===== config.mk =====
export PLATFORM = sky130hd
export DESIGN_NAME = seg_scan_mux
export DESIGN_NICKNAME = d
export VERILOG_FILES = /design/src/rtl/seg_scan_mux_pkg.sv /design/src/rtl/seg_scan_mux_scan_prescaler.sv /design/src/rtl/seg_scan_mux.sv
export SDC_FILE = /design/constraint.sdc
export NUM_CORES = 1
export LEC_CHECK = 0
export ABC_AREA = 1
export CORE_MARGIN = 2
export CORE_UTILIZATION = 52
export CTS_BUF_LIST = sky130_fd_sc_hd__clkbuf_16
export CTS_CLUSTER_DIAMETER = 200
export CTS_CLUSTER_SIZE = 30
export DETAILED_ROUTE_END_ITERATION = 10
export PLACE_DENSITY_LB_ADDON = 0.15
export SYNTH_ARGS = -nofsm -noshare
export SYNTH_HDL_FRONTEND = slang
export SYNTH_HIERARCHICAL = 1
export SYNTH_SLANG_ARGS = --single-unit

===== constraint.sdc =====
create_clock -name clk_in -period 2.4 [get_ports clk_in]
set_input_delay 0.48 -clock clk_in [delete_from_list [all_inputs] [get_ports clk_in]]
set_output_delay 0.48 -clock clk_in [all_outputs]
set_load 0.05 [all_outputs]

===== src/rtl/seg_scan_mux_pkg.sv =====
// Shared constants and helpers for the six-digit multiplexed 7-segment display.
package seg_scan_mux_pkg;

    localparam int DIGITS = 6;
    localparam int SEG_W  = 8;
    localparam logic [SEG_W-1:0] SEG_BLANK = 8'h00;

    typedef enum logic {
        PH_BLANK = 1'b0,
        PH_DRIVE = 1'b1
    } phase_t;

    // Vector that switches every digit common off for the given common polarity.
    function automatic logic [DIGITS-1:0] com_off(input logic active_low);
        return active_low ? {DIGITS{1'b1}} : {DIGITS{1'b0}};
    endfunction

endpackage


===== src/rtl/seg_scan_mux_scan_prescaler.sv =====
// Slot prescaler: counts clk cycles within a digit slot and tracks the BLANK/DRIVE phase.
module scan_prescaler
    import seg_scan_mux_pkg::*;
#(
    parameter int SCAN_DIV  = 1000,
    parameter int BLANK_CYC = 16
) (
    input  logic clk_i,
    input  logic rst_ni,
    output logic slot_end_o,
    output logic drive_phase_o
);

    localparam int               CNT_W     = (SCAN_DIV > 2) ? $clog2(SCAN_DIV) : 1;
    localparam logic [CNT_W-1:0] LAST_V    = CNT_W'(SCAN_DIV - 1);
    localparam logic [CNT_W-1:0] BLANK_V   = CNT_W'(BLANK_CYC);
    localparam bit               HAS_BLANK = (BLANK_CYC != 0);
    localparam phase_t           RST_PH    = HAS_BLANK ? PH_BLANK : PH_DRIVE;

    logic [CNT_W-1:0] div_cnt_q;
    logic [CNT_W-1:0] div_cnt_d;
    logic             slot_end_s;
    phase_t           phase_q;

    // Next count: wrap at the end of the slot.
    always_comb begin
        slot_end_s = (div_cnt_q == LAST_V);
        if (slot_end_s) begin
            div_cnt_d = {CNT_W{1'b0}};
        end else begin
            div_cnt_d = div_cnt_q + CNT_W'(1);
        end
    end

    // Counter and phase FSM; phase always agrees with the registered count.
    always_ff @(posedge clk_i or negedge rst_ni) begin
        if (!rst_ni) begin
            div_cnt_q <= {CNT_W{1'b0}};
            phase_q   <= RST_PH;
        end else begin
            div_cnt_q <= div_cnt_d;
            case (phase_q)
                PH_BLANK: if (div_cnt_d == BLANK_V) phase_q <= PH_DRIVE;
                PH_DRIVE: if (slot_end_s && HAS_BLANK) phase_q <= PH_BLANK;
                default:  phase_q <= RST_PH;
            endcase
        end
    end

    assign slot_end_o    = slot_end_s;
    assign drive_phase_o = (phase_q == PH_DRIVE);

endmodule


===== src/rtl/seg_scan_mux.sv =====
// Six-digit 7-segment scan driver: frame snapshot, digit sequencing and registered pin drive.
module seg_scan_mux
    import seg_scan_mux_pkg::*;
#(
    parameter int SCAN_DIV       = 1000,
    parameter int BLANK_CYC      = 16,
    parameter bit COM_ACTIVE_LOW = 1'b1
) (
    input  logic              clk_in,
    input  logic              rst,
    input  logic [SEG_W-1:0]  seg_data0,
    input  logic [SEG_W-1:0]  seg_data1,
    input  logic [SEG_W-1:0]  seg_data2,
    input  logic [SEG_W-1:0]  seg_data3,
    input  logic [SEG_W-1:0]  seg_data4,
    input  logic [SEG_W-1:0]  seg_data5,
    input  logic [DIGITS-1:0] digit_en,
    output logic [SEG_W-1:0]  seg_out,
    output logic [DIGITS-1:0] seg_com,
    output logic              frame_tick
);

    localparam logic [DIGITS-1:0] COM_OFF  = com_off(COM_ACTIVE_LOW);
    localparam logic [2:0]        LAST_DIG = 3'd5;

    logic [SEG_W-1:0]  seg_in_s [DIGITS];
    logic [SEG_W-1:0]  seg_snap_q [DIGITS];
    logic [DIGITS-1:0] en_snap_q;
    logic [2:0]        dig_q;
    logic [2:0]        dig_d;
    logic              slot_end_s;
    logic              drive_s;
    logic              frame_end_s;
    logic [DIGITS-1:0] onehot_s;
    logic [SEG_W-1:0]  seg_out_q;
    logic [SEG_W-1:0]  seg_out_d;
    logic [DIGITS-1:0] seg_com_q;
    logic [DIGITS-1:0] seg_com_d;
    logic              frame_tick_q;

    assign seg_in_s[0] = seg_data0;
    assign seg_in_s[1] = seg_data1;
    assign seg_in_s[2] = seg_data2;
    assign seg_in_s[3] = seg_data3;
    assign seg_in_s[4] = seg_data4;
    assign seg_in_s[5] = seg_data5;

    scan_prescaler #(
        .SCAN_DIV  (SCAN_DIV),
        .BLANK_CYC (BLANK_CYC)
    ) u_prescaler (
        .clk_i         (clk_in),
        .rst_ni        (rst),
        .slot_end_o    (slot_end_s),
        .drive_phase_o (drive_s)
    );

    // Digit sequencing; the wrap from the last digit is the frame boundary.
    always_comb begin
        frame_end_s = slot_end_s && (dig_q == LAST_DIG);
        if (frame_end_s) begin
            dig_d = 3'd0;
        end else if (slot_end_s) begin
            dig_d = dig_q + 3'd1;
        end else begin
            dig_d = dig_q;
        end
    end

    // Next pin values from the current digit, phase and snapshot.
    always_comb begin
        onehot_s = {{(DIGITS-1){1'b0}}, 1'b1} << dig_q;
        if (drive_s && en_snap_q[dig_q]) begin
            seg_out_d = seg_snap_q[dig_q];
            seg_com_d = COM_ACTIVE_LOW ? ~onehot_s : onehot_s;
        end else begin
            seg_out_d = SEG_BLANK;
            seg_com_d = COM_OFF;
        end
    end

    // Digit index register.
    always_ff @(posedge clk_in or negedge rst) begin
        if (!rst) begin
            dig_q <= 3'd0;
        end else begin
            dig_q <= dig_d;
        end
    end

    // Frame snapshot: all digits and enables are captured together at the boundary.
    always_ff @(posedge clk_in or negedge rst) begin
        if (!rst) begin
            for (int i = 0; i < DIGITS; i++) begin
                seg_snap_q[i] <= SEG_BLANK;
            end
            en_snap_q <= {DIGITS{1'b0}};
        end else if (frame_end_s) begin
            for (int i = 0; i < DIGITS; i++) begin
                seg_snap_q[i] <= seg_in_s[i];
            end
            en_snap_q <= digit_en;
        end
    end

    // Registered pins; reset turns every common off immediately.
    always_ff @(posedge clk_in or negedge rst) begin
        if (!rst) begin
            seg_out_q    <= SEG_BLANK;
            seg_com_q    <= COM_OFF;
            frame_tick_q <= 1'b0;
        end else begin
            seg_out_q    <= seg_out_d;
            seg_com_q    <= seg_com_d;
            frame_tick_q <= frame_end_s;
        end
    end

    assign seg_out    = seg_out_q;
    assign seg_com    = seg_com_q;
    assign frame_tick = frame_tick_q;

endmodule

### Yosys cells after proc, flatten, opt, wreduce, memory -nomap -nowiden

Index checks and enable logic that the tools add are counted.

* bitwise gates (word level): 3
* multiplexer cells: 13
* equality and inequality tests: 3
* shifts and indexed selects: 1
* add/sub/neg operators: 2
* reduce and logical (&&, ||, !) cells: 3
* magnitude comparators: 2

Operators by type and width (count)
* 8-bit binary-select mux with 3-bit select: 1
* 8-bit 2-to-1 mux: 3
* 10-bit by 1-bit adder with 10-bit output (second input constant): 1
* 10-bit equality test (second input constant): 1
* 10-bit by 5-bit equality test with 1-bit output (second input constant): 1
* 10-bit 2-to-1 mux: 1
* 3-bit 2-to-1 mux: 2
* 6-bit 2-to-1 mux: 1
* 6-bit NOT: 1
* 1-bit by 3-bit left shift with 6-bit output (first input constant): 1
* 4-bit greater-or-equal comparator (second input constant): 1
* 3-bit by 4-bit < comparator with 1-bit output (second input constant): 1
* 3-bit NOT with 4-bit output: 1
* 3-bit by 1-bit adder with 3-bit output (second input constant): 1
* 1-bit binary-select mux with 3-bit select: 1
* 3-bit equality test (second input constant): 1
* 1-bit 2-to-1 mux: 3
* 1-bit logical AND: 2
* 1-bit case mux with 2 select lines: 1
* 2-bit nonzero test: 1
* 1-bit NOT: 1

* flip-flop bits (word level): 83
* logic and storage cells: 40
* input port bits: 56
* output and inout port bits: 15

### Logic depth before layout (Yosys ltp)

* word-level depth: 5
* mapped depth: 12
* mapped depth without buffers: 10

### By module

The synthesis kept the hierarchy.

Modules (own cells, without submodules)
* seg_scan_mux: times used 1, seq. area each 1809.2 µm², area an instance 3280.6 µm², cells an instance 386
* scan_prescaler: times used 1, seq. area each 275.3 µm², area an instance 631.9 µm², cells an instance 87

### Least setup slack after synthesis

No wires, ideal clock.

* path kind: register to register
* from: reg u_prescaler.div_cnt_q[0]
* to: reg seg_snap_q[16] (netlist name)
* period minus slack after synthesis: 1.792 ns
* arrival: 1.727 ns
* library setup time: 0.065 ns
* slack: 0.608 ns
* buffers on the path: 2
* cell stages (with the launch flop): 10
* required time: 2.335 ns
* cells stage by stage: dfrtp_1 > ha_1 > nand2_1 > nor3_1 > nand2_4 > inv_4 > buf_6 > buf_6 > nand2_1 > nand2_1

* cells in the longest elaborated chain, start to end: 2

Ends and longest elaborated chain
* start, declared: RTL line seg_scan_mux_scan_prescaler.sv:20 `logic [CNT_W-1:0] div_cnt_q;`
* start signal, assigned: RTL line seg_scan_mux_scan_prescaler.sv:38 `div_cnt_q <= {CNT_W{1'b0}};`
* start signal, assigned: RTL line seg_scan_mux_scan_prescaler.sv:41 `div_cnt_q <= div_cnt_d;`
* 10-bit equality test: RTL line seg_scan_mux_scan_prescaler.sv:27 `slot_end_s = (div_cnt_q == LAST_V);`
* named net slot_end_s: RTL line seg_scan_mux.sv:31 `logic slot_end_s;`
* 1-bit logical AND: RTL line seg_scan_mux.sv:60 `frame_end_s = slot_end_s && (dig_q == LAST_DIG);`
* end signal, assigned by index: RTL line seg_scan_mux.sv:100 `seg_snap_q[i] <= seg_in_s[i];`
* end, declared: RTL line seg_scan_mux.sv:27 `logic [SEG_W-1:0] seg_snap_q [DIGITS];`

The timed path passes the listed nets, and every way through them passes these cells.
A chain may end at the register's enable or synchronous reset.

### Final worst setup path

* from: reg seg_com_q[5], in the netlist seg_com[5]
* to: out seg_com[5]

RTL lines
* start, declared: RTL line seg_scan_mux.sv:37 `logic [DIGITS-1:0] seg_com_q;`
* start signal, assigned: RTL line seg_scan_mux.sv:114 `seg_com_q <= seg_com_d;`
* end, declared: RTL line seg_scan_mux.sv:19 `output logic [DIGITS-1:0] seg_com,`

No word-level cell between the ends.

==> impl_metrics.ini <==
[setup_path]
endpoint_kind = output pin
reg2reg_slack_ps = 490
r2r-start = u_prescaler/div_cnt_q[0]
crit_buf_inv = 1
worst_path_largest_cell_delay_ps = 790
crit_type = flip-flop to output pin
path_cells = clkdlybuf4s50_1
cp_top_family = buffers and inverters
cp_data_required_time_ps = 1920
slowest_stage = clkdlybuf4s50_1
reg2reg_to = seg_snap_q[1]
worst-path-max-fanout = 1
start_kind = flip-flop
worstPathArrival_ps = 1640
worst_r2r_path_depth = 7

[routing]
via_per_inst = 5.002
drc_errors = 0
wl_mm = 8.126
vias = 3221
initialDrtViolationCount = 116
drt-pass1-iter-count = 4
wl_per_cell_um = 12.62
antenna_left = 0

[power]
power_density_mw_per_mm2 = 589.9
irDropWorstVdd_mv = 0.3878
p_switching_uw = 548.9
p_comb_frac = 0.041
p_leak_nw = 2.405
p_seq_frac = 0.478
p_int_mw = 2.378
switching_share = 0.1875
clkPwrFrac = 0.481

[synthesis]
seq_area_frac_synth = 0.5328
synth_cell_type_count = 30
syn-num-nets = 535
synth_top_area_frac = 0.4925
syn-cell-area_mm2 = 0.003913
ys_ff_latch = 83
yosysTopAreaCell = dfrtp_1
yosys_warnings = 6
syn_inst = 473
avgSynthCellArea_um2 = 8.272
synth_area_leaders = dfrtp_1 (49%), nand2_1 (20%), nand3_1 (4.5%)

[global_routing]
grt_max_degree = 70
grt_usage = 0.2058
overflow = 0
met3_usage = 0.03422
use_met2 = 0.3445
grt_antenna_before_repair = 0
grt_busiest_layer = met2
grt_pass1_wl_mm = 13.63
grt_pass1_vias = 3019
grtUsageMet1 = 0.2708

[cts]
numCtsBuffers = 9
cts_setup_buffers = 0
cts-root-buf = clkbuf_16
cts.sinks = 83
htreeDepth = 3
path_clk_slew_ps = 60
clock_latency_ps = 330
cts_buffer_depth = 2
ctsResizeCount = 0
cts_tree = yes
hold_buffers = 0

[sta]
min_period_over_period = 0.8835
finalSetupTns_ps = 0
fin_crit_ps = 2120
hold_viol_final = 0
relSlewSlack = 0.6152
fmax_mhz = 471.6
worst_pin_slew_ps = 577.2
rsz0062_at_grt = false
finalWorstSetupSlack_ps = 279.6
slew_viol_final = 0
hold_ws_ps = 153.0
fin_skew_ps = 3.106
setup_viol = 0

[floorplan]
die-area_mm2 = 0.008234
std_cell_rows = 31
ioPinCount = 71
dieHeight_um = 90.74
core-area_mm2 = 0.007253
initial_core_util = 0.5394
fp.dieW_um = 90.74

[flow_run]
cap_violations = 0

[place]
place_congestion = 0.8505
place_hpwl_mm = 5.544
pre_cts_ws_ps = 523.9
numPortBuffers = 70
place_inst = 628

[final_layout]
syn_to_final_growth_pct = 26.80
layout_common_cells = nand2_1 (211), dfrtp_1 (77), clkdlybuf4s50_1 (69)
diodes = 0
layout_commonest_cell = nand2_1
final_cells = 644
nets = 602
drive_above_1_share = 0.08440

[status]
status = completed

[min_path]
hp-class = primary input to asynchronous set/reset pin
-- cell families (layout without fill, tap and decap cells) --
family          after synthesis  after routing  synth area share
simple gates                291            291            0.3150
buf+inv                      56            128           0.07131
fa+ha+maj                     6              6           0.01919
flops                        83             83            0.5328
compound gates               37             37           0.06172
-- per-stage QoR --
stage	total power [mW]	util	instance area, um2
CTS	2.949	0.6840	4961
floorplan	1.425	-	3913
detailed placement	1.548	0.6415	4653
global route	3.011	0.6840	4961
global placement	1.548	0.6415	4653
finish	2.927	0.6840	4961
-- metal layers --
metal	vias to the layer above	share of wire
li1	1605	-
met1	1524	0.45
met2	81	0.49
met3	11	0.041
met4	0	0.017
met5	-	0
-- cells in the mapped netlist (all sizes together) --
master / count
dfstp: 6
nor2: 30
nand2: 218
ha: 6
nor3: 1
a21oi: 3
buf: 19
or2: 2
dfrtp: 77
nand3b: 4
o21a: 6
o22ai: 1
clkbuf: 1
o21bai: 2
o21ai: 18
inv: 36
o211ai: 7
nand3: 36
-- how the worst max path moves through the flow --
stage          cells past startpoint                      from  slack, ps             end
3_5_place_dp                       7  u_prescaler/div_cnt_q[0]        520   seg_snap_q[1]
6_report                           1                seg_com[5]        280      seg_com[5]
5_1_grt                            1                seg_com[5]        250      seg_com[5]
2_1_floorplan                      9  u_prescaler/div_cnt_q[0]        610  seg_snap_q[16]
3_3_place_gp                       8  u_prescaler/div_cnt_q[0]        600    en_snap_q[4]
4_1_cts                            1                seg_com[5]        270      seg_com[5]
-- power by group through the flow --
stage	Clock (mW)	Combinational [mW]	Sequential (mW)
after floorplan	0	0.000000483	1.43
after global placement	0	0.123	1.43
after detailed placement	0	0.123	1.43
after CTS	1.43	0.123	1.40
after global routing	1.48	0.131	1.40
final	1.41	0.120	1.40
-- final cells by class --
type                            instances  area (um2)
Clock inverter                          7       82.58
Clock buffer                            9       225.2
Tap cell                               99       123.9
Multi-Input combinational cell        334        1549
Inverter                               36       140.1
Sequential cell                        83        2085
Timing Repair Buffer                   76       755.7
Fill cell                             601        2292
-- registers in the layout (all words and copies together) (netlist names) --
signal	flops
dig_q	3
en_snap_q	6
frame_tick	1
seg_com	6
seg_out	8
seg_snap_q	48
u_prescaler/div_cnt_q	10
u_prescaler/drive_phase_o	1
No activity file was read; power rests on OpenSTA's default activity.
==> RTL change: new RTL, config.mk and constraints unchanged <==
Change the parameter `COM_ACTIVE_LOW` from 1'b1 to 1'b0.
--- a/src/rtl/seg_scan_mux.sv
+++ b/src/rtl/seg_scan_mux.sv
@@ -6,3 +6,3 @@
     parameter int BLANK_CYC      = 16,
-    parameter bit COM_ACTIVE_LOW = 1'b1
+    parameter bit COM_ACTIVE_LOW = 1'b0
 ) (
Formal check against the unedited RTL: not equivalent (a bounded check fails within 4 cycles, from zero or initial values and one cycle with rst low).
==> RTL change against the original RTL <==
- critical path depth grew 7
- sequential cell count did not move
- wire length up 4.7%
- non-clock buffer count increased by 5
- total power down 8.1%
- cell area shrank 1.0%
- clock skew is 0.00093 ns higher
- area after synthesis decreased by 1.1%
- setup slack gained 0.13 ns
==> RTL change: results (changes against the original RTL) <==
| Metric | Value |
|---|---|
| DP Cell Count | 623 (-0.80%) |
| Number of global-route vias before repair | 3049 (+0.99%) |
| GP Congestion | 0.891 (+4.8%) |
| WL met1 | 4010 um (+9.9%) |
| Commonest cells in the netlist | nand2_1, dfrtp_1, inv_1 |
| Nets@finish | 597 (-0.83%) |
| Vias per cell | 5.04 (+0.85%) |
| Fillers | 608 (+1.2%) |
| Seq/Total Area, Yosys | 53.7% (+0.41 points) |
| Sequential share of power | 52.1% (+4.3 points) |
| Area contributors post-synth | dfrtp_1, nand2_1, o21ai_0, inv_1, nand3_1 |
| Critical Path AT | 2.23 ns (+0.59 ns) |
| Syn nets | 527 (-1.5%) |
| Post-place setup slack | 0.404 ns (-0.120 ns) |
| Placed cell areas | 0.00466 mm2 (+0.16%) |
| Synthesized area per cell | 8.32 um2 (+0.58%) |
| Met3 WL | 417 um (+26%) |
| First-pass GRT wire length | 14500 um (+6.6%) |
| Detailed Routing Iterations Pass 1 | 5 (+1) |
| Met2 Wirelength | 3990 um (-0.67%) |
| Slew HR | 57.5% (-4.0 points) |
| Layout cell share with drive strength beyond 1 | 8.16% (-0.28 points) |
| Largest net degree at the start of global routing | 41 (-41%) |
| Clock power frac | 43.4% (-4.7 points) |
| GRT met2 Usage | 33.5% (-0.99 points) |
| Final wirelength | 8510 um (+4.7%) |
| Total GRT Usage | 22.1% (+1.5 points) |
| P_int | 0.00216 W (-9.4%) |
| DR iter-0 viols | 200 (+72%) |
| Status | completed |
| Clock skew | 0.00404 ns (+0.000933 ns) |
| Unique masters post-synth | 27 (-10%) |
| Global Route met3 Usage | 4.84% (+1.4 points) |
==> RTL change: cell types whose count changed in the layout (fill, tap and decap cells not counted), moves of 6 or more <==
cell      before  now
o21a_1         6    0
dfrtp_1       77   83
inv_1         31   42
nand2_1      211  179
o21ai_1        0    6
nand3_1       35   26
o21ai_0       18   32
dfstp_2        6    0
o211ai_1       6   16
nor2_2         0   10
==> RTL change: logic make-up after synthesis <==
family | share of synthesized area [%]
AND/OR/NAND/NOR | 27.2
flip-flops | 53.7
buffers and inverters | 8.25
AO/OA/AOI/OAI | 8.93
adder cells (fa/ha/maj) | 1.94
==> RTL change: final cells by class <==
cell class / count / area [um2] / area share [%]
sequential: 83 / 2080 / 42.3
multi-input combinational: 315 / 1470 / 30.0
timing repair buffer: 81 / 818 / 16.7
clock buffer: 9 / 225 / 4.59
inverter: 45 / 169 / 3.44
tap: 99 / 124 / 2.52
clock inverter: 6 / 23.8 / 0.484
==> RTL change: final timing paths <==
| path | from | end | slack (ns) | cells after the start |
|---|---|---|---|---|
| worst max-delay path | u_prescaler/div_cnt_q[0] | seg_snap_q[23] | 0.41 | 8 |
| worst min-delay path | rst | u_prescaler/div_cnt_q[7] | 0.05 | 1 |
| worst max register to register | u_prescaler/div_cnt_q[0] | seg_snap_q[23] | 0.41 | 8 |
| worst min register to register | seg_snap_q[15] | seg_snap_q[15] | 0.48 | 2 |
| max in group asynchronous | rst | seg_snap_q[15] | 1.77 | 2 |
| min in group clk_in | seg_snap_q[15] | seg_snap_q[15] | 0.48 | 2 |
==> RTL change: worst max-delay path, stage by stage, from the launching register on <==
cell and delay [ns]:
dfrtp_1 0.36, ha_1 0.21, nand2_1 0.11, nor3_1 0.39, nand3_4 0.11, inv_2 0.33
buf_12 0.22, nand2_1 0.08, o21ai_0 0.08
